--- config.mk ---
export PLATFORM = sky130hd
export DESIGN_NAME = secam_fm_chroma_gen
export DESIGN_NICKNAME = d
export VERILOG_FILES = /design/src/rtl/secam_fm_chroma_gen.sv
export SDC_FILE = /design/constraint.sdc
export NUM_CORES = 1
export LEC_CHECK = 0
export CAP_MARGIN = 10
export CORE_MARGIN = 2
export CORE_UTILIZATION = 50
export DETAILED_ROUTE_END_ITERATION = 16
export PLACE_DENSITY_LB_ADDON = 0.25
export SLEW_MARGIN = 25
export SYNTH_ARGS = -nofsm -noshare
export SYNTH_HDL_FRONTEND = slang
export SYNTH_SLANG_ARGS = --single-unit
--- constraint.sdc ---
create_clock -name clk -period 6 [get_ports clk]
set_clock_uncertainty 0.1 [all_clocks]
set_input_delay 1.8 -clock clk [delete_from_list [all_inputs] [get_ports clk]]
set_output_delay 1.8 -clock clk [all_outputs]
set_load 0.05 [all_outputs]
--- src/rtl/secam_fm_chroma_gen.sv ---
// SECAM FM chroma generator: Db/Dr line alternation, clamped and delayed deviation, DDS accumulator,
// 32-point sine LUT and ramped envelope. Define SECAM_ID_LINES_EN to enable identification lines.
`ifndef SECAM_CHROMA_DB_DDS_INCREMENT
`define SECAM_CHROMA_DB_DDS_INCREMENT 51'd354448766297240
`endif
`ifndef SECAM_CHROMA_DR_DDS_INCREMENT
`define SECAM_CHROMA_DR_DDS_INCREMENT 51'd367484893418381
`endif

module secam_fm_chroma_gen #(
    parameter int unsigned        PHASE_W     = 51,
    parameter int unsigned        LUT_ADDR_W  = 5,
    parameter int unsigned        AMPL_W      = 6,
    parameter int unsigned        DEV_W       = 13,
    parameter int unsigned        DEV_SHIFT   = 35,
    parameter int unsigned        DEV_LIMIT   = 2047,
    parameter int unsigned        DELAY_DEPTH = 32,
    parameter logic [PHASE_W-1:0] DB_INC      = PHASE_W'(`SECAM_CHROMA_DB_DDS_INCREMENT),
    parameter logic [PHASE_W-1:0] DR_INC      = PHASE_W'(`SECAM_CHROMA_DR_DDS_INCREMENT),
    parameter int unsigned        ID_FIRST    = 7,
    parameter int unsigned        ID_LAST     = 15,
    parameter int unsigned        ID_DEV      = 1500
) (
    input  logic                           clk,
    input  logic                           rst_n,
    input  logic                           newframe,
    input  logic                           line_start,
    input  logic                           active,
    input  logic signed [DEV_W-1:0]        db_in,
    input  logic signed [DEV_W-1:0]        dr_in,
    input  logic [$clog2(DELAY_DEPTH)-1:0] latency,
    input  logic [AMPL_W-1:0]              ampl_target,
    input  logic [AMPL_W-1:0]              ramp_step,
    output logic signed [7:0]              chroma,
    output logic                           line_is_db,
    output logic                           id_line,
    output logic                           env_busy
);
    localparam int unsigned LatW = $clog2(DELAY_DEPTH);
    localparam logic signed [DEV_W-1:0] DevMax   = DEV_W'(DEV_LIMIT);
    localparam logic signed [DEV_W-1:0] DevMin   = -DevMax;
    localparam logic signed [DEV_W-1:0] IdDevPos = DEV_W'(ID_DEV);
    localparam logic signed [DEV_W-1:0] IdDevNeg = -IdDevPos;
    localparam logic signed [AMPL_W+8:0] SatHi   = (AMPL_W+9)'(127);
    localparam logic signed [AMPL_W+8:0] SatLo   = (AMPL_W+9)'(-128);
`ifdef SECAM_ID_LINES_EN
    localparam bit IdEn = 1'b1;
`else
    localparam bit IdEn = 1'b0;
`endif

    typedef enum logic [1:0] {StIdle, StRampUp, StPlateau, StRampDown} env_state_e;

    logic [9:0]               line_cnt_q;
    logic signed [DEV_W-1:0]  dev_sel, dev_clamp, dev_q;
    logic                     dev_db_q;
    logic [DEV_W:0]           dly_mem [DELAY_DEPTH];
    logic [LatW-1:0]          wr_ptr_q, rd_ptr;
    logic [DEV_W:0]           dly_out;
    logic signed [DEV_W-1:0]  dly_dev;
    logic                     dly_db;
    logic [PHASE_W-1:0]       dev_term, inc_d, inc_q, acc_q;
    logic [LUT_ADDR_W-1:0]    lut_addr;
    logic signed [7:0]        lut_q, chroma_d;
    logic [AMPL_W-1:0]        ampl_q, ampl_d1_q, step, up_next, dn_next;
    logic [AMPL_W:0]          up_sum;
    logic signed [AMPL_W+8:0] prod, scaled;
    env_state_e               state_q;

    // Line sequencing; newframe has priority over line_start.
    always_ff @(posedge clk or negedge rst_n) begin
        if (!rst_n) begin
            line_cnt_q <= '0;
            line_is_db <= 1'b1;
        end else if (newframe) begin
            line_cnt_q <= '0;
            line_is_db <= 1'b1;
        end else if (line_start) begin
            if (line_cnt_q != 10'd1023) line_cnt_q <= line_cnt_q + 10'd1;
            line_is_db <= ~line_is_db;
        end
    end

    assign id_line = IdEn && (line_cnt_q >= 10'(ID_FIRST)) && (line_cnt_q <= 10'(ID_LAST));

    always_comb begin
        dev_sel = line_is_db ? db_in : dr_in;
        if (id_line) dev_sel = line_is_db ? IdDevPos : IdDevNeg;
        dev_clamp = dev_sel;
        if (dev_sel > DevMax)      dev_clamp = DevMax;
        else if (dev_sel < DevMin) dev_clamp = DevMin;
    end

    // The line parity travels with the deviation so the increment formula matches its source line.
    always_ff @(posedge clk or negedge rst_n) begin
        if (!rst_n) begin
            dev_q    <= '0;
            dev_db_q <= 1'b1;
            wr_ptr_q <= '0;
            for (int i = 0; i < int'(DELAY_DEPTH); i++) dly_mem[i] <= {1'b1, {DEV_W{1'b0}}};
        end else begin
            dev_q             <= dev_clamp;
            dev_db_q          <= line_is_db;
            dly_mem[wr_ptr_q] <= {dev_db_q, dev_q};
            wr_ptr_q          <= wr_ptr_q + 1'b1;
        end
    end

    assign rd_ptr            = wr_ptr_q - latency;
    assign dly_out           = (latency == '0) ? {dev_db_q, dev_q} : dly_mem[rd_ptr];
    assign {dly_db, dly_dev} = dly_out;
    assign dev_term          = {{(PHASE_W-DEV_W){dly_dev[DEV_W-1]}}, dly_dev} << DEV_SHIFT;
    assign inc_d             = dly_db ? DB_INC + dev_term : DR_INC - dev_term;

    always_ff @(posedge clk or negedge rst_n) begin
        if (!rst_n) begin
            inc_q <= DB_INC;
            acc_q <= '0;
        end else begin
            inc_q <= inc_d;
            acc_q <= acc_q + inc_q;
        end
    end

    // Half-wave magnitude table indexed by the low four bits; the top bit selects the sign.
    function automatic logic signed [7:0] sine32(input logic [4:0] idx);
        logic signed [7:0] mag;
        unique case (idx[3:0])
            4'd0:  mag = 8'sd0;
            4'd1:  mag = 8'sd25;
            4'd2:  mag = 8'sd49;
            4'd3:  mag = 8'sd71;
            4'd4:  mag = 8'sd90;
            4'd5:  mag = 8'sd106;
            4'd6:  mag = 8'sd117;
            4'd7:  mag = 8'sd125;
            4'd8:  mag = 8'sd127;
            4'd9:  mag = 8'sd125;
            4'd10: mag = 8'sd117;
            4'd11: mag = 8'sd106;
            4'd12: mag = 8'sd90;
            4'd13: mag = 8'sd71;
            4'd14: mag = 8'sd49;
            4'd15: mag = 8'sd25;
        endcase
        return idx[4] ? -mag : mag;
    endfunction

    assign lut_addr = acc_q[PHASE_W-1 -: LUT_ADDR_W];
    assign prod     = lut_q * $signed({1'b0, ampl_d1_q});
    assign scaled   = prod >>> (AMPL_W - 1);

    always_comb begin
        chroma_d = scaled[7:0];
        if (scaled > SatHi)      chroma_d = 8'sd127;
        else if (scaled < SatLo) chroma_d = -8'sd128;
    end

    always_ff @(posedge clk or negedge rst_n) begin
        if (!rst_n) begin
            lut_q     <= '0;
            ampl_d1_q <= '0;
            chroma    <= '0;
        end else begin
            lut_q     <= sine32(lut_addr[LUT_ADDR_W-1 -: 5]);
            ampl_d1_q <= ampl_q;
            chroma    <= chroma_d;
        end
    end

    // A zero ramp_step means jump straight to the limit.
    always_comb begin
        step    = (ramp_step == '0) ? '1 : ramp_step;
        up_sum  = {1'b0, ampl_q} + {1'b0, step};
        up_next = (up_sum > {1'b0, ampl_target}) ? ampl_target : up_sum[AMPL_W-1:0];
        dn_next = (ampl_q > step) ? ampl_q - step : '0;
    end

    always_ff @(posedge clk or negedge rst_n) begin
        if (!rst_n) begin
            state_q <= StIdle;
            ampl_q  <= '0;
        end else if (id_line) begin
            state_q <= StPlateau;
            ampl_q  <= ampl_target;
        end else begin
            unique case (state_q)
                StIdle: if (active) state_q <= StRampUp;
                StRampUp: begin
                    if (!active) begin
                        state_q <= StRampDown;
                    end else begin
                        ampl_q <= up_next;
                        if (up_next == ampl_target) state_q <= StPlateau;
                    end
                end
                StPlateau: begin
                    ampl_q <= ampl_target;
                    if (!active) state_q <= StRampDown;
                end
                StRampDown: begin
                    if (active) begin
                        state_q <= StRampUp;
                    end else begin
                        ampl_q <= dn_next;
                        if (dn_next == '0) state_q <= StIdle;
                    end
                end
                default: state_q <= StIdle;
            endcase
        end
    end

    assign env_busy = (state_q != StIdle);

endmodule

==> results.toml, run 1 <==
[worst_hold_path]
min_path_cells = 0
hold_end = "ampl_d1_q[0]"
hold_class = "reg2reg"
holdCritStartpoint = "ampl_q[0]"

[yosys]
synth_area_leaders = "dfrtp_1 44%, mux2_2 16%, mux4_2 9.4%"
yosys.area.top_type_share_pct = 43.5
yosysSeqAreaShare_pct = 47.1
syn_inst = 2295
async_reset_ff_share_pct = 100
yosys.cell_types.count = 88
synth_nets = 2482
yosys.area.top_type = "dfrtp_1"
synth_area_um2 = 30100
ys_warn_count = 0
synth_top_flop_cell = "dfrtp_1"
synth_seq_cells = 565
synth_edf_count = 0
syn_area_per_cell_um2 = 13.1

[floorplan]
row_count = 89
fp.dieW_um = 249
core_um2 = 59200
initial_core_util_pct = 50.8
die_y_um = 249
io_pins = 59
dieArea_um2 = 62200

[cts]
cts_made_buffers = 60
clock_tree.root_cell = "clkbuf_16"
clock-sinks = 565
htree_levels = 2
clock_path_buffers = 3
cts_tree = "done"
clkTransAtPathRegs_ns = 0.06
clk_latency_ns = 0.67
cts_setup_buffers = 0
postCtsHoldBufs = 0

[sta]
setup_ws_ns = 0.282
worst_slew_pin_slew_ns = 1.09
hold_viol = 0
setup_viol_count_final = 0
max_freq_mhz = 175
rsz0062_at_grt = "false"
holdWs_ns = 0.348
drv_slew = 0
period_needed_ns = 5.72
relSlewSlack_pct = 26.9
period_share_pct = 95.3

[global_routing]
grt_pass1_vias = 19700
antenna_found_initial = 0
grt_max_degree = 112
grt_pass1_wl_mm = 112
busiest_layer = "met2"
grt_use_met1_pct = 30.7
grt_overflow = 0
use_met2_pct = 39.4
grt_use_met3_pct = 2.86
grtUsageTotal_pct = 23.0

[place]
place_area_um2 = 32100
numPortBuffers = 57
dp_slack_ns = -0.573
dp_hpwl_mm = 47.3
place_inst = 3098
place_congestion = 0.857

[detailed_routing]
detail-route-antenna-nets = 0
drt-initial-drc-count = 1222
dr_total_vias = 18800
drt-vias-per-instance = 5.86
firstDrtPassIters = 7
drcViolationCount = 0
drt-total-wl_mm = 70.1
wl_per_cell_um = 21.8

[layout]
fin_area_um2 = 34200
final_common_cell = "dfrtp_1"
instances_no_fill = 3212
area.growth.synth_to_final_pct = 13.4
fillCellCount = 4707
layout_common_cells = "521 x dfrtp_1, 433 x mux2_2, 126 x mux4_2, 102 x inv_1, 101 x ha_1"
nets = 2575
drive_gt1_share_pct = 35.4
diodes = 0

[worst_setup_path]
reg2reg_from = "lut_q[3]"
rr_endpoint = "chroma[0]"
path_class = "in2reg"
crit_arrival_ns = 6.14
crit_required_ns = 6.42
worstPathMaxFanout = 11
cp-startpoint = "latency[1]"
ff2ff_path_depth = 17
start_kind = "primary input"
r2r_slack_ns = 0.84
crit_path_end_kind = "flop"

[pwr]
ir_worst_vdd_mv = 1.45
power_leakage_nw = 14.5
power_density_nw_per_um2 = 650

[run_status]
status = "completed"

[job]
max_cap_viol_count = 0
-- metrics by stage --
step | power [W] | utilization, % | TNS [ns]
after global routing | 0.0241 | 57.6 | 0
after global placement | 0.0180 | 54.0 | -3.20
final | 0.0222 | 57.6 | 0
after CTS | 0.0224 | 57.6 | 0
after floorplan | 0.0157 | - | 0
after detailed placement | 0.0185 | 54.1 | -4.54
-- kinds of logic after synthesis --
| family | count (synthesis) | share of synthesized area, % |
|---|---|---|
| other | 1 | 0.0125 |
| and+or+nand+nor | 364 | 6.14 |
| muxes | 595 | 27.5 |
| DFF | 565 | 47.1 |
| AOI/OAI and AO/OA | 298 | 6.41 |
| xor gates and xnor gates | 90 | 2.67 |
| adders and majority gates | 139 | 6.70 |
| buffers and inverters | 243 | 3.48 |
-- registers in the layout, indices dropped and copies added (netlist names), 2 cells and up --
name	count
lut_q	8
dly_mem	448
ampl_q	6
chroma	8
ampl_d1_q	6
wr_ptr_q	5
acc_q	51
dev_q	13
state_q	2
inc_q	16
-- what timing repair did --
item                       4_1_cts  5_1_grt
hold endpoints to repair         0        0
gates resized for setup          0        7
setup endpoints to repair        0        7
-- cells in the mapped netlist, drive strengths merged, types with 11 or more instances --
cell	n
and2	48
o21a	22
fa	37
a31oi	16
nor2	70
xor2	29
mux2i	25
dfstp	41
o21ai	86
buf	33
nand2b	21
inv	102
a21oi	69
nor2b	15
mux4	135
xnor2	61
nand2	95
nand3	40
a211oi	11
clkbuf	107
dfrtp	524
nor3	19
mux2	435
a21o	15
ha	102
-- how the worst max path moves through the flow --
stage                end  slack [ns]  cells past startpoint
3_3_place_gp   inc_q[44]       -0.43                     18
4_1_cts        inc_q[44]        0.04                     18
5_1_grt        inc_q[46]        0.18                     16
2_1_floorplan  inc_q[47]        0.39                     18
3_5_place_dp   inc_q[44]       -0.57                     18
6_report       inc_q[46]        0.28                     16
-- where the power goes --
part           switching, W  internal [W]
clock               0.00158       0.00214
sequential         0.000678       0.00492
combinational       0.00656       0.00633
-- layout make-up --
type	instances	area [um^2]	area share [%]
Multi-Input combinational cell	1487	15000	43.9
Sequential cell	565	14200	41.6
Clock buffer	84	1720	5.04
Timing Repair Buffer	171	1600	4.69
Tap cell	773	967	2.83
Inverter	103	387	1.13
Clock inverter	29	297	0.868
-- layer usage --
| layer | share of wire (%) | up-vias |
|---|---|---|
| li1 | - | 8512 |
| met1 | 43 | 9822 |
| met2 | 50 | 379 |
| met3 | 4.0 | 116 |
| met4 | 3.0 | 0 |
| met5 | 0 | - |
-- critical path: stages --
cell and delay, ns:
clkdlybuf4s50_1 0.52, inv_1 0.09, fa_4 0.87, buf_12 0.16
buf_4 0.18, mux4_2 0.33, mux4_2 0.52, mux2_2 0.31
mux2i_4 0.25, inv_1 0.13, ha_1 0.23, nand2b_1 0.14
a2bb2oi_1 0.16, buf_4 0.16, a22oi_2 0.15, xnor2_1 0.14
Power figures use the tool's default switching activity.
==> run 2, diff against run 1 <==
--- a/config.mk
+++ b/config.mk
@@ -6,9 +6,12 @@
 export NUM_CORES = 1
 export LEC_CHECK = 0
 export CAP_MARGIN = 10
+export CELL_PAD_IN_SITES_DETAIL_PLACEMENT = 2
+export CELL_PAD_IN_SITES_GLOBAL_PLACEMENT = 2
 export CORE_MARGIN = 2
-export CORE_UTILIZATION = 50
+export CORE_UTILIZATION = 45
 export DETAILED_ROUTE_END_ITERATION = 16
+export MAX_ROUTING_LAYER = met4
 export PLACE_DENSITY_LB_ADDON = 0.25
 export SLEW_MARGIN = 25
 export SYNTH_ARGS = -nofsm -noshare
==> results.toml, run 2 (same netlist as run 1, synthesis figures left out) <==
[worst_setup_path]
crit_arrival_ns = 6.39
crit_path_end_kind = "flop"
start_kind = "primary input"
crit_required_ns = 6.39
worstPathMaxFanout = 18
path_class = "in2reg"

[cts]
cts_made_buffers = 66
clk_latency_ns = 0.64
clock_tree.root_cell = "clkbuf_16"
clkTransAtPathRegs_ns = 0.06
clock-sinks = 565
clock_path_buffers = 3
postCtsHoldBufs = 0
cts_tree = "done"
htree_levels = 3

[global_routing]
grt_pass1_wl_mm = 161
grt_pass1_vias = 24100
grt_overflow = 0
antenna_found_initial = 1
grt_max_degree = 162
grtUsageTotal_pct = 31.8

[layout]
drive_gt1_share_pct = 35.7
layout_common_cells = "522 x dfrtp_1, 433 x mux2_2, 126 x mux4_2, 113 x buf_4, 102 x inv_1"
fillCellCount = 6049
top_register = "dly_mem"
largest_reg_flops = 448
top_regs = "dly_mem (448), acc_q (51), inc_q (16)"
final_common_cell = "dfrtp_1"
area.growth.synth_to_final_pct = 15.2
fin_area_um2 = 34700
nets = 2596

[floorplan]
fp.dieW_um = 263
io_pins = 59
initial_core_util_pct = 45.6
core_um2 = 66000
dieArea_um2 = 69000
die_y_um = 263
row_count = 94

[detailed_routing]
dr_total_vias = 20500
drt-total-wl_mm = 104
drt-initial-drc-count = 1521
drt-vias-per-instance = 6.17
drcViolationCount = 0
wl_per_cell_um = 31.4
firstDrtPassIters = 5
detail-route-antenna-nets = 0

[sta]
hold_viol = 0
max_freq_mhz = 167
fin_tns_setup_ns = 0
period_share_pct = 99.8
worst_slew_pin_slew_ns = 1.11
setup_viol_count_final = 0
period_needed_ns = 5.99
drv_slew = 0
relSlewSlack_pct = 25.8

[run_status]
status = "completed"

[place]
place_congestion = 0.837
numPortBuffers = 57
place_area_um2 = 32200
dp_hpwl_mm = 61.6

[pwr]
power_leakage_nw = 14.7
ir_worst_vdd_mv = 1.20
power_density_nw_per_um2 = 672

[worst_hold_path]
hold_class = "reg2reg"

[job]
max_cap_viol_count = 0
run 2: cell types whose count changed in the layout (fill, tap and decap cells not counted), sizes merged, moves of 2 or more:
cell / delta
clkinvlp: -2
clkbuf: +14
clkinv: -5
buf: +14
bufinv: +2
run 2: worst paths after layout:
path,startpoint,end,slack [ns],depth (start not counted)
min,ampl_q[0],ampl_d1_q[0],0.35,0
max in group asynchronous,rst_n,dly_mem[242],3.34,2
min in group asynchronous,rst_n,dly_mem[132],1.04,1
min reg2reg,ampl_q[0],ampl_d1_q[0],0.35,0
max,latency[0],inc_q[47],0.009,18
max reg2reg,ampl_d1_q[3],chroma[5],0.40,17
run 2: critical path: stages:
cell,delay [ns]
dlygate4sd2_1,0.35
ha_4,0.22
inv_1,0.06
fa_4,0.82
buf_12,0.17
buf_4,0.21
buf_12,0.19
mux4_2,0.20
nand2_1,0.07
a311oi_1,0.52
a211oi_2,0.13
buf_4,0.17
buf_4,0.12
o21ai_1,0.32
a41oi_2,0.26
o41ai_2,0.39
o2bb2a_4,0.20
xor2_2,0.13
run 2: where the power goes:
part	internal [W]	total, W	switching [W]
sequential	0.00489	0.00572	0.000824
clock	0.00249	0.00431	0.00182
combinational	0.00602	0.0133	0.00726
run 2: what timing repair did:
action / 4_1_cts / 5_1_grt
setup buffers: 0 / 3
gates resized for setup: 5 / 6
pin swaps: 3 / 4
endpoints found under the setup margin: 7 / 5
gates cloned: 1 / 0
run 2: final cells by class:
cell class,instances,area [um^2],share of cell area (%)
repair buffers,186,1750,5.04
multi-input cells,1487,15000,43.2
clock buffers,98,1930,5.57
diodes,1,2.50,0.00721
inverters,103,387,1.11
clock inverters,23,377,1.09
flip-flops and latches,565,14200,40.9
well taps,864,1080,3.11
run 2: layer usage:
layer | up-vias | global-route usage [%] | part of all wire (%) | routed length (um)
met5 | - | - | 0 | 0
met4 | 0 | 14.6 | 4.7 | 4940
met3 | 329 | 5.04 | 4.7 | 4940
met2 | 669 | 53.5 | 51 | 53100
met1 | 11000 | 37.5 | 40 | 41300
li1 | 8512 | - | - | -
run 2: through the flow:
| step | hold WS, ns | util, % | power (W) | setup WS, ns | instances |
|---|---|---|---|---|---|
| final | 0.350 | 52.6 | 0.0233 | 0.00916 | 3327 |
| after global routing | 0.363 | 52.6 | 0.0251 | -0.00371 | 3327 |
| after CTS | 0.350 | 52.4 | 0.0235 | 0.0694 | 3321 |
| after detailed placement | 0.336 | 48.9 | 0.0188 | -0.632 | 3199 |
| after global placement | 0.314 | 48.8 | 0.0180 | -0.438 | 3199 |
| after floorplan | 0.300 | - | 0.0157 | 0.389 | 2295 |
